--- config.mk ---
export PLATFORM = sky130hd
export DESIGN_NAME = object_table_reader_flat
export DESIGN_NICKNAME = d
export VERILOG_FILES = /design/src/rtl/object_table_reader_if.sv /design/src/rtl/object_table_reader.sv /design/src/flat_wrapper.sv
export SDC_FILE = /design/constraint.sdc
export NUM_CORES = 1
export LEC_CHECK = 0
export ABC_AREA = 1
export CAP_MARGIN = 20
export CORE_AREA = 5 5 308 310
export DETAILED_ROUTE_END_ITERATION = 12
export DIE_AREA = 0 0 313 315
export SETUP_SLACK_MARGIN = 0.3
export SYNTH_ARGS = -nofsm -noshare
export SYNTH_HDL_FRONTEND = slang
export SYNTH_SLANG_ARGS = --single-unit
--- constraint.sdc ---
create_clock -name clk -period 2.6 [get_ports clk]
set_input_delay 0.26 -clock clk [delete_from_list [all_inputs] [get_ports clk]]
set_output_delay 0.26 -clock clk [all_outputs]
set_load 0.01 [all_outputs]
--- src/rtl/object_table_reader_if.sv ---
// Bundle of the object table reader's control, table-read and record-stream
// signals. The master side is the reader; the slave side is the surrounding
// system (labeler control, merge/data tables, record consumer).
interface object_table_reader_if #(
    parameter int ADDR_WIDTH = 8,
    parameter int OBJ_WIDTH  = 128
);
    logic                   start;
    logic [ADDR_WIDTH-1:0]  num_labels;
    logic [ADDR_WIDTH-1:0]  tbl_r_addr;
    logic [ADDR_WIDTH-1:0]  merge_data;
    logic [3*OBJ_WIDTH-1:0] data_out;
    logic                   busy;
    logic                   done;
    logic                   obj_valid;
    logic                   obj_ready;
    logic [ADDR_WIDTH-1:0]  obj_label;
    logic [OBJ_WIDTH-1:0]   obj_area;
    logic [OBJ_WIDTH-1:0]   obj_sum_x;
    logic [OBJ_WIDTH-1:0]   obj_sum_y;

    modport master (
        input  start, num_labels, merge_data, data_out, obj_ready,
        output tbl_r_addr, busy, done, obj_valid,
               obj_label, obj_area, obj_sum_x, obj_sum_y
    );

    modport slave (
        output start, num_labels, merge_data, data_out, obj_ready,
        input  tbl_r_addr, busy, done, obj_valid,
               obj_label, obj_area, obj_sum_x, obj_sum_y
    );
endinterface

--- src/rtl/object_table_reader.sv ---
// Object table reader: after a frame, walks labels 1..num_labels-1 through the
// merge and data tables and streams one record per root label with nonzero area.
// Optional macro OBJ_MIN_AREA_FILTER_EN additionally drops roots whose area is
// below MIN_AREA.
module object_table_reader #(
    parameter int ADDR_WIDTH = 8,
    parameter int OBJ_WIDTH  = 128,
    parameter int MIN_AREA   = 16
) (
    input  logic                  clk,
    input  logic                  reset,
    object_table_reader_if.master bus
);

    typedef enum logic [2:0] {
        IDLE  = 3'd0,
        ISSUE = 3'd1,
        WAIT  = 3'd2,
        CHECK = 3'd3,
        EMIT  = 3'd4,
        FIN   = 3'd5
    } state_t;

    localparam logic [ADDR_WIDTH-1:0] FIRST_LABEL = ADDR_WIDTH'(1);

`ifdef OBJ_MIN_AREA_FILTER_EN
    localparam bit FILTER_ON = 1'b1;
`else
    localparam bit FILTER_ON = 1'b0;
`endif

    state_t                state_q, state_d;
    logic [ADDR_WIDTH-1:0] idx_q, idx_d;
    logic [ADDR_WIDTH-1:0] last_q, last_d;
    logic [ADDR_WIDTH-1:0] addr_q, addr_d;
    logic [ADDR_WIDTH-1:0] label_q, label_d;
    logic [OBJ_WIDTH-1:0]  area_q, area_d;
    logic [OBJ_WIDTH-1:0]  sum_x_q, sum_x_d;
    logic [OBJ_WIDTH-1:0]  sum_y_q, sum_y_d;

    logic [OBJ_WIDTH-1:0]  rd_area;
    logic                  area_ok;
    logic                  keep;
    logic                  at_last;

    // Entry qualification from the current table read-out
    always_comb begin
        rd_area = bus.data_out[OBJ_WIDTH-1:0];
        area_ok = !FILTER_ON || (rd_area >= OBJ_WIDTH'(MIN_AREA));
        keep    = (bus.merge_data == idx_q) && (rd_area != '0) && area_ok;
        at_last = (idx_q == last_q);
    end

    // State and datapath registers
    always_ff @(posedge clk) begin
        if (reset) begin
            state_q <= IDLE;
            idx_q   <= FIRST_LABEL;
            last_q  <= '0;
            addr_q  <= '0;
            label_q <= '0;
            area_q  <= '0;
            sum_x_q <= '0;
            sum_y_q <= '0;
        end else begin
            state_q <= state_d;
            idx_q   <= idx_d;
            last_q  <= last_d;
            addr_q  <= addr_d;
            label_q <= label_d;
            area_q  <= area_d;
            sum_x_q <= sum_x_d;
            sum_y_q <= sum_y_d;
        end
    end

    // Next-state: scan sequencing, address advance and record capture
    always_comb begin
        state_d = state_q;
        idx_d   = idx_q;
        last_d  = last_q;
        addr_d  = addr_q;
        label_d = label_q;
        area_d  = area_q;
        sum_x_d = sum_x_q;
        sum_y_d = sum_y_q;
        case (state_q)
            IDLE: begin
                if (bus.start) begin
                    // num_labels==0 wraps to all-ones: the full table is in use
                    last_d = bus.num_labels - FIRST_LABEL;
                    idx_d  = FIRST_LABEL;
                    if (bus.num_labels == FIRST_LABEL) begin
                        state_d = FIN;
                    end else begin
                        addr_d  = FIRST_LABEL;
                        state_d = ISSUE;
                    end
                end
            end
            ISSUE: state_d = WAIT;
            WAIT:  state_d = CHECK;
            CHECK: begin
                if (keep) begin
                    label_d = idx_q;
                    area_d  = rd_area;
                    sum_x_d = bus.data_out[2*OBJ_WIDTH-1:OBJ_WIDTH];
                    sum_y_d = bus.data_out[3*OBJ_WIDTH-1:2*OBJ_WIDTH];
                    state_d = EMIT;
                end else if (at_last) begin
                    state_d = FIN;
                end else begin
                    idx_d   = idx_q + FIRST_LABEL;
                    addr_d  = idx_q + FIRST_LABEL;
                    state_d = ISSUE;
                end
            end
            EMIT: begin
                if (bus.obj_ready) begin
                    if (at_last) begin
                        state_d = FIN;
                    end else begin
                        idx_d   = idx_q + FIRST_LABEL;
                        addr_d  = idx_q + FIRST_LABEL;
                        state_d = ISSUE;
                    end
                end
            end
            FIN:     state_d = IDLE;
            default: state_d = IDLE;
        endcase
    end

    // Outputs decoded from state and the registered record
    always_comb begin
        bus.busy       = (state_q != IDLE);
        bus.done       = (state_q == FIN);
        bus.obj_valid  = (state_q == EMIT);
        bus.tbl_r_addr = addr_q;
        bus.obj_label  = label_q;
        bus.obj_area   = area_q;
        bus.obj_sum_x  = sum_x_q;
        bus.obj_sum_y  = sum_y_q;
    end

endmodule

--- src/flat_wrapper.sv ---
// flat-port wrapper written by rule: the top's interface ports become plain ports
module object_table_reader_flat 
#(
    parameter int ADDR_WIDTH = 8,
    parameter int OBJ_WIDTH  = 128,
    parameter int MIN_AREA   = 16
)
  (clk, reset, bus_start, bus_num_labels, bus_merge_data, bus_data_out, bus_obj_ready, bus_tbl_r_addr, bus_busy, bus_done, bus_obj_valid, bus_obj_label, bus_obj_area, bus_obj_sum_x, bus_obj_sum_y);
  object_table_reader_if #(.ADDR_WIDTH(ADDR_WIDTH), .OBJ_WIDTH(OBJ_WIDTH)) bus_i ();
  input  logic clk;
  input  logic reset;
  input wire logic [$bits(bus_i.start)-1:0] bus_start;
  input wire logic [$bits(bus_i.num_labels)-1:0] bus_num_labels;
  input wire logic [$bits(bus_i.merge_data)-1:0] bus_merge_data;
  input wire logic [$bits(bus_i.data_out)-1:0] bus_data_out;
  input wire logic [$bits(bus_i.obj_ready)-1:0] bus_obj_ready;
  output wire logic [$bits(bus_i.tbl_r_addr)-1:0] bus_tbl_r_addr;
  output wire logic [$bits(bus_i.busy)-1:0] bus_busy;
  output wire logic [$bits(bus_i.done)-1:0] bus_done;
  output wire logic [$bits(bus_i.obj_valid)-1:0] bus_obj_valid;
  output wire logic [$bits(bus_i.obj_label)-1:0] bus_obj_label;
  output wire logic [$bits(bus_i.obj_area)-1:0] bus_obj_area;
  output wire logic [$bits(bus_i.obj_sum_x)-1:0] bus_obj_sum_x;
  output wire logic [$bits(bus_i.obj_sum_y)-1:0] bus_obj_sum_y;
  assign bus_i.start = bus_start;
  assign bus_i.num_labels = bus_num_labels;
  assign bus_i.merge_data = bus_merge_data;
  assign bus_i.data_out = bus_data_out;
  assign bus_i.obj_ready = bus_obj_ready;
  assign bus_tbl_r_addr = bus_i.tbl_r_addr;
  assign bus_busy = bus_i.busy;
  assign bus_done = bus_i.done;
  assign bus_obj_valid = bus_i.obj_valid;
  assign bus_obj_label = bus_i.obj_label;
  assign bus_obj_area = bus_i.obj_area;
  assign bus_obj_sum_x = bus_i.obj_sum_x;
  assign bus_obj_sum_y = bus_i.obj_sum_y;
  object_table_reader #(.ADDR_WIDTH(ADDR_WIDTH), .OBJ_WIDTH(OBJ_WIDTH), .MIN_AREA(MIN_AREA)) u_core (.clk(clk), .reset(reset), .bus(bus_i));
endmodule
**After elaboration in Yosys (flattened, before gate mapping)**

Index checks and enable logic that the tools add are counted.
Widths: inputs -> output; s select.

- Add/subtract/negate cells: 2
- Equality and inequality tests: 12
- Mux-type cells: 17
- Reductions and logical operators: 10

Operators by type and width:

| kind | count |
|---|---|
| $reduce_bool 128->1 | 1 |
| $mux 8 | 9 |
| $pmux 8 s3 | 2 |
| $eq 8x8->1 | 2 |
| $mux 3 | 5 |
| $pmux 3 s5 | 1 |
| $add 8x1->8 const B | 1 |
| $eq 8x1->1 const B | 1 |
| $ne 2x2->1 const B | 4 |
| $sub 8x1->8 const B | 1 |
| $eq 3x2->1 const B | 2 |
| $eq 3x3->1 const B | 2 |
| $reduce_and 2->1 | 3 |
| $reduce_bool 3->1 | 2 |
| $reduce_and 5->1 | 1 |
| $reduce_and 4->1 | 1 |
| $eq 3x1->1 const B | 1 |
| $logic_not 3->1 | 1 |
| $logic_and 1x1->1 | 1 |

- Register bits: 419
- Input bits: 404
- Output and inout bits: 403
- Logic and storage cells: 49

**Depth between registers and ports, before layout**

Gate-level depths: netlist of run 1.

- Word-level depth: 4
- Mapped depth: 15
- Gate-level depth less buffers: 14

**Worst setup path after synthesis of run 1**

Ideal clock, no wire load.

- Path kind: register to register
- From: reg u_core.idx_q[4]
- To: reg u_core.area_q[38] (netlist: u_core.bus.obj_area[38])
- Library setup time: 0.119 ns
- Arrival time: 1.525 ns
- Data required time: 2.481 ns
- Slack: 0.955 ns
- Stages on the path, launching flop included: 11
- Path buffers: 4
- Clock period less this slack: 1.645 ns
- Cells stage by stage: dfxtp_1 > buf_2 > xnor2_1 > nand4_1 > nor2_1 > nand3_2 > buf_6 > buf_8 > buf_6 > o21ai_0 > a21oi_1

- Word-level cells in the longest chain between the ends: 3

Ends and longest elaborated chain:

| what | line | RTL |
|---|---|---|
| start: declaration | object_table_reader.sv:33 | `logic [ADDR_WIDTH-1:0] idx_q, idx_d;` |
| start signal: assignment | object_table_reader.sv:67 | `idx_q <= idx_d;` |
| $eq 8x8->1 | object_table_reader.sv:50 | `keep = (bus.merge_data == idx_q) && (rd_area != '0) && area_ok;` |
| $logic_and 1x1->1 | object_table_reader.sv:50 |  |
| $reduce_and 2->1 (no line) | -- |  |
| end signal: assignment | object_table_reader.sv:71 | `area_q <= area_d;` |
| end: declaration | object_table_reader.sv:37 | `logic [OBJ_WIDTH-1:0] area_q, area_d;` |

No other way between the ends.
A chain may end at the register's enable or synchronous reset.

**Worst setup path after layout of run 1**

- From: reg u_core.state_q[0]
- To: out bus_obj_valid

- Word-level cells in the longest chain between the ends: 1

Ends and longest elaborated chain:

| what | line | RTL |
|---|---|---|
| start: declaration | object_table_reader.sv:32 | `state_t state_q, state_d;` |
| start signal: assignment | object_table_reader.sv:66 | `state_q <= state_d;` |
| $eq 3x3->1 | object_table_reader.sv:138 | `bus.obj_valid = (state_q == EMIT);` |
| end: declaration | flat_wrapper.sv:20 | `output wire logic [$bits(bus_i.obj_valid)-1:0] bus_obj_valid;` |

No other way between the ends.

==> results of run 1 <==
logic make-up (layout without fill, tap and decap cells):
kind of cell / count (synthesis) / after routing / synth area share
compound gates: 823 / 823 / 0.258
xor+xnor: 18 / 18 / 0.00986
fa+ha+maj: 3 / 3 / 0.00235
buf+inv: 578 / 1469 / 0.152
flops: 419 / 419 / 0.524
other cells: 0 / 1 / 0
simple gates: 198 / 198 / 0.0527
per-stage QoR:
step / hold slack, ps / power [uW] / std cells / area (sq um) / setup TNS [ps]
2_1_floorplan: 350 / 6960 / 2039 / 16000 / 0
3_3_place_gp: 428 / 7880 / 4023 / 26100 / -186330
3_5_place_dp: 433 / 7880 / 4023 / 26100 / -197750
4_1_cts: 123 / 15000 / 4115 / 27800 / 0
5_1_grt: 192 / 15400 / 4117 / 27900 / 0
6_report: 175 / 14800 / 4117 / 27900 / 0
power breakdown:
part	switching [uW]	internal (uW)	total (uW)	leakage (uW)
clock network	2910	4110	7020	0.000809
logic	508	761	1270	0.00556
registers	20.0	6450	6470	0.00338
total	3430	11300	14800	0.00975
Yosys cell counts (3+ instances only):
master,count,share of area
buf_2,42,0.013
clkbuf_1,65,0.015
nor2_1,90,0.021
and2_1,6,0.0023
buf_6,26,0.018
o21ai_1,161,0.050
nand3_1,12,0.0038
a21oi_1,414,0.13
nand2_1,63,0.015
nand4_1,15,0.0059
nor3_1,6,0.0019
o21ai_0,243,0.076
dfxtp_1,419,0.52
ha_1,3,0.0023
inv_1,440,0.10
xnor2_1,17,0.0093
repair_timing:
action                                  in CTS  in global routing
endpoints found under the setup margin     402                370
cloned                                       3                  1
gates resized for setup                      8                 13
pin swaps                                    1                  1
buffers inserted                             2                  0
sequential cells by signal, summed over array words and instances (netlist names):
signal                 count
u_core.last_q              8
u_core.bus.obj_sum_x     128
u_core.bus.obj_area      128
u_core.bus.obj_label       8
u_core.bus.obj_sum_y     128
u_core.idx_q               8
u_core.bus.tbl_r_addr      8
u_core.state_q             3
worst paths after layout:
check                                       start                                    end  slack [ps]  depth (start not counted)
max reg2reg          u_core.idx_q[5]$_SDFFE_PP0P_  u_core.bus.obj_sum_y[10]$_SDFFE_PP0P_         490                          9
max                u_core.state_q[0]$_SDFFE_PP0P_                          bus_obj_valid         440                          4
min                             bus_data_out[127]  u_core.bus.obj_area[127]$_SDFFE_PP0P_         170                          3
min reg2reg  u_core.bus.obj_area[99]$_SDFFE_PP0P_   u_core.bus.obj_area[99]$_SDFFE_PP0P_         440                          2
worst min-delay path, stage by stage:
cell	delay [ps]
dlygate4sd2_1	280
o21ai_0	110
a21oi_1	100
per-layer routing:
metal	part of all wire	wire length, um
met4	0.022	1580
met2	0.47	33500
met5	0.00098	69
met1	0.41	28900
met3	0.094	6640
cell type report:
class	instances	area, sq um
multi-input cells	1042	5210
well taps	1186	1480
fillers	9674	63500
clock buffers	69	1420
repair buffers	941	9530
clock inverters	18	195
inverters	441	1670
diodes	1	2.50
flip-flops and latches	419	8390
==> flow_summary.toml, run 1 <==
[routing]
routedWlPerCell_um = 17.2
vias_per_cell = 3.95
first_pass_iters = 6
drt_iter0_drc = 1029
vias = 16269
wl_mm = 70.6
drcViolationCount = 0
ant_nets = 0

[sta]
finalCritPeriodShare = 0.832
period_minus_slack_ps = 2160
setup_viol = 0
layout_setup_ws_ps = 438
hold_viol = 0
skew_ps = 32.3
drv_slew = 0
slew_headroom = 0.676
grt_setup_unrepaired = "yes"
tightest_slew_ps = 485
maxClockFrequency_mhz = 463

[layout]
final_util = 0.305
final_cell_mix = "clkdlybuf4s50_1 (802), inv_1 (437), a21oi_1 (414), dfxtp_1 (414), o21ai_0 (243)"
drive_gt1_frac = 0.0795
final_common_cell = "clkdlybuf4s50_1"
nNetsFinal = 3301
area.growth.synth_to_final_pct = 74.4

[logic_synthesis]
ys_warn_count = 0
synth_nets = 2446
async_flop_share = 0
syn_avg_cell_area_sq_um = 7.84
ys_types = 30
synth_seq_cells = 419
synth_flop_cell = "dfxtp_1"
synth_enable_flop_cells = 0
syn_area_sq_um = 16000
seq_area_frac_synth = 0.524
netlist_instances = 2039

[clock_tree]
worst_skew_pair.late_latency_ps = 620
cts_tree = "yes"
clock-root-buffer = "clkbuf_16"
clk_pin_slew_ps = 60
clkSinkCount = 419
holdBufCountCts = 0
cts_made_buffers = 49
cts_buffer_depth = 3
htree_levels = 2

[setup_path]
critPathSlowestCell = "dlygate4sd2_1"
cp.required_ps = 2340
cpMostUsedCell = "nor2_1"
critPathCaptureType = "output pin"
critPathBufInv = 2
cp_slowest_stage_delay_ps = 500
cp_max_fo = 3
arrival_ps = 1900
worstPathCellList = "nor2_1, inv_1, nor2_1, dlygate4sd2_1"
cp_top_family = "buffers and inverters"
crit_type = "flop to output pin"
worst_setup_path_start_kind = "flop"

[floorplan]
core_sq_um = 91400
dieHeight_um = 315
io_pins = 807
rows = 111
dieArea_sq_um = 98600
die_width_um = 313
initial_utilization = 0.175

[placed_design]
gp_congestion = 0.857
portBuffers = 806
dp_hpwl_mm = 55.5
dpl_worst_slack_ps = -607

[global_route]
grt_usage = 0.134
grt_remaining_overflow = 0
grtUsageMet2 = 0.226
grt_pass1_vias = 15509
grt_pass1_wl_mm = 100
busiest_layer = "met2"
use_met1 = 0.156
antenna_found_initial = 13
global_route.usage.met3 = 0.0548
grt_max_degree = 56

[power_and_ir_drop]
worst_ir_drop_vdd_uv = 494
power_density_nw_per_um2 = 529
p_leak_uw = 0.00975

[run]
max_cap_violations = 0

[status]
outcome = "complete, no violations"

[min_path]
min_path_type = "primary input to flop"
No activity file was read; power rests on OpenSTA's default activity.
==> inputs of run 2 (changes only) <==
clock period = 2.2 ns   (was 2.6 ns; I/O delays follow)
==> flow_summary.toml, run 2 (synthesized netlist as in run 1, its figures left out) <==
[status]
outcome = "complete, no violations"

[min_path]
holdPathStages = 4
min_path_type = "primary input to flop"

[setup_path]
cp_top_family = "buffers and inverters"
cp.required_ps = 2670
worst-path-stages = 11
worst_setup_path_start_kind = "flop"
r2r_cells = 11
critPathCaptureType = "flop"
critPathBufInv = 5
cp_max_fo = 8
critPathSlowestCell = "dfxtp_4"
cpMostUsedCell = "buf_12"
cp_slowest_stage_delay_ps = 370
worstPathCellList = "xnor2_2, nand4_1, nor2_1, buf_4, nand3_4, buf_12, buf_16, buf_12, clkbuf_16, o21ai_1, a21oi_1"
arrival_ps = 2510
crit_type = "flop to flop"

[layout]
final_common_cell = "clkdlybuf4s50_1"
drive_gt1_frac = 0.175
final_util = 0.339
nNetsFinal = 3413
final_cell_mix = "clkdlybuf4s50_1 (771), inv_1 (436), dfxtp_1 (415)"
final_area_sq_um = 31000
final_cells = 4237
area.growth.synth_to_final_pct = 93.8

[routing]
drcViolationCount = 0
drt_iter0_drc = 882
routed-wl-met3_mm = 6.89
vias = 16983
met1_length_mm = 30.8
vias_per_cell = 4.01
first_pass_iters = 5
route.met2.wl_mm = 36.5
routedWlPerCell_um = 18.0
wl_mm = 76.2
highest_layer = "met5"
ant_nets = 0

[clock_tree]
cts_buffer_depth = 3
htree_levels = 2
clock-root-buffer = "clkbuf_16"
clk_pin_slew_ps = 60
worst_skew_pair.late_latency_ps = 600
cts_tree = "yes"
clkSinkCount = 419
cts_made_buffers = 50

[power_and_ir_drop]
p_leak_uw = 0.0113
combPwrFrac = 0.095
p_sw_frac = 0.230
worst_ir_drop_vdd_uv = 450
seqPwrFrac = 0.427
p_int_uw = 13800
power_density_nw_per_um2 = 578
clockPowerShare = 0.478
power_switching_uw = 4120

[floorplan]
die_width_um = 313
dieHeight_um = 315
dieArea_sq_um = 98600
initial_utilization = 0.175
rows = 111
core_sq_um = 91400
io_pins = 807

[placed_design]
detailed_place.area_sq_um = 26400
dp_cells = 4052
gp_congestion = 0.843
dp_hpwl_mm = 55.4
portBuffers = 806

[sta]
setup_viol = 0
skew_ps = 13.0
maxClockFrequency_mhz = 490
tightest_slew_ps = 504
slew_headroom = 0.664
hold_viol = 0
hold_ws_ps = 31.1
finalCritPeriodShare = 0.927
grt_setup_unrepaired = "yes"
drv_slew = 0
finalSetupTns_ps = 0
period_minus_slack_ps = 2040

[run]
max_cap_violations = 0

[global_route]
antenna_found_initial = 19
grt_max_degree = 87
grt_pass1_vias = 15667
grt_remaining_overflow = 0
grt_pass1_wl_mm = 102
grt_usage = 0.136
[run 2: final cells by class]
type | count | area, sq um
inverters | 441 | 1670
flip-flops and latches | 419 | 8400
clock buffers | 84 | 1610
well taps | 1186 | 1480
multi-input cells | 1043 | 6190
repair buffers | 1051 | 11500
fillers | 9298 | 60400
diodes | 7 | 17.5
clock inverters | 6 | 90.1
[run 2: final timing paths]
check / start / endpoint / slack, ps
worst max-delay path: u_core.idx_q[5]$_SDFFE_PP0P_ / u_core.bus.obj_sum_y[63]$_SDFFE_PP0P_ / 160
worst min-delay path: bus_data_out[17] / u_core.bus.obj_area[17]$_SDFFE_PP0P_ / 30
worst max register to register: u_core.idx_q[5]$_SDFFE_PP0P_ / u_core.bus.obj_sum_y[63]$_SDFFE_PP0P_ / 160
worst min register to register: u_core.bus.obj_sum_y[59]$_SDFFE_PP0P_ / u_core.bus.obj_sum_y[59]$_SDFFE_PP0P_ / 440
[run 2: per-stage QoR]
| step | total power (uW) | setup slack (ps) |
|---|---|---|
| after floorplan | 8230 | 555 |
| after global placement | 9340 | -1200 |
| after detailed placement | 9340 | -1210 |
| after CTS | 18000 | 155 |
| after global routing | 18600 | 72.6 |
| final | 17900 | 161 |
[run 2: routing by layer]
metal  GRT usage  up-vias
li1            -     8502
met4      0.0415       14
met2       0.228      570
met1       0.160     7780
met3      0.0545      117
met5           0        -
[run 2: worst reg2reg max path, delay by kind of cell (launching register included)]
family / cells / cell delay (ps)
buffers and inverters: 5 / 790
DFF: 1 / 370
AOI/OAI and AO/OA: 2 / 320
and+or+nand+nor: 3 / 290
xor gates and xnor gates: 1 / 150
[run 2: power by group through the flow]
stage / clock network, uW / logic, uW / registers (uW)
floorplan: 0 / 414 / 7810
global placement: 0 / 1530 / 7810
detailed placement: 0 / 1530 / 7810
CTS: 8820 / 1560 / 7640
global route: 9170 / 1830 / 7650
finish: 8560 / 1700 / 7640
[run 2: repair_timing]
action / in CTS / in global routing
hold buffers: 0 / 14
endpoints found under the hold margin: 0 / 14
resized for setup: 79 / 422
endpoints found under the setup margin: 426 / 422
buffers inserted: 7 / 24
gates cloned: 10 / 33
pin swaps: 7 / 61
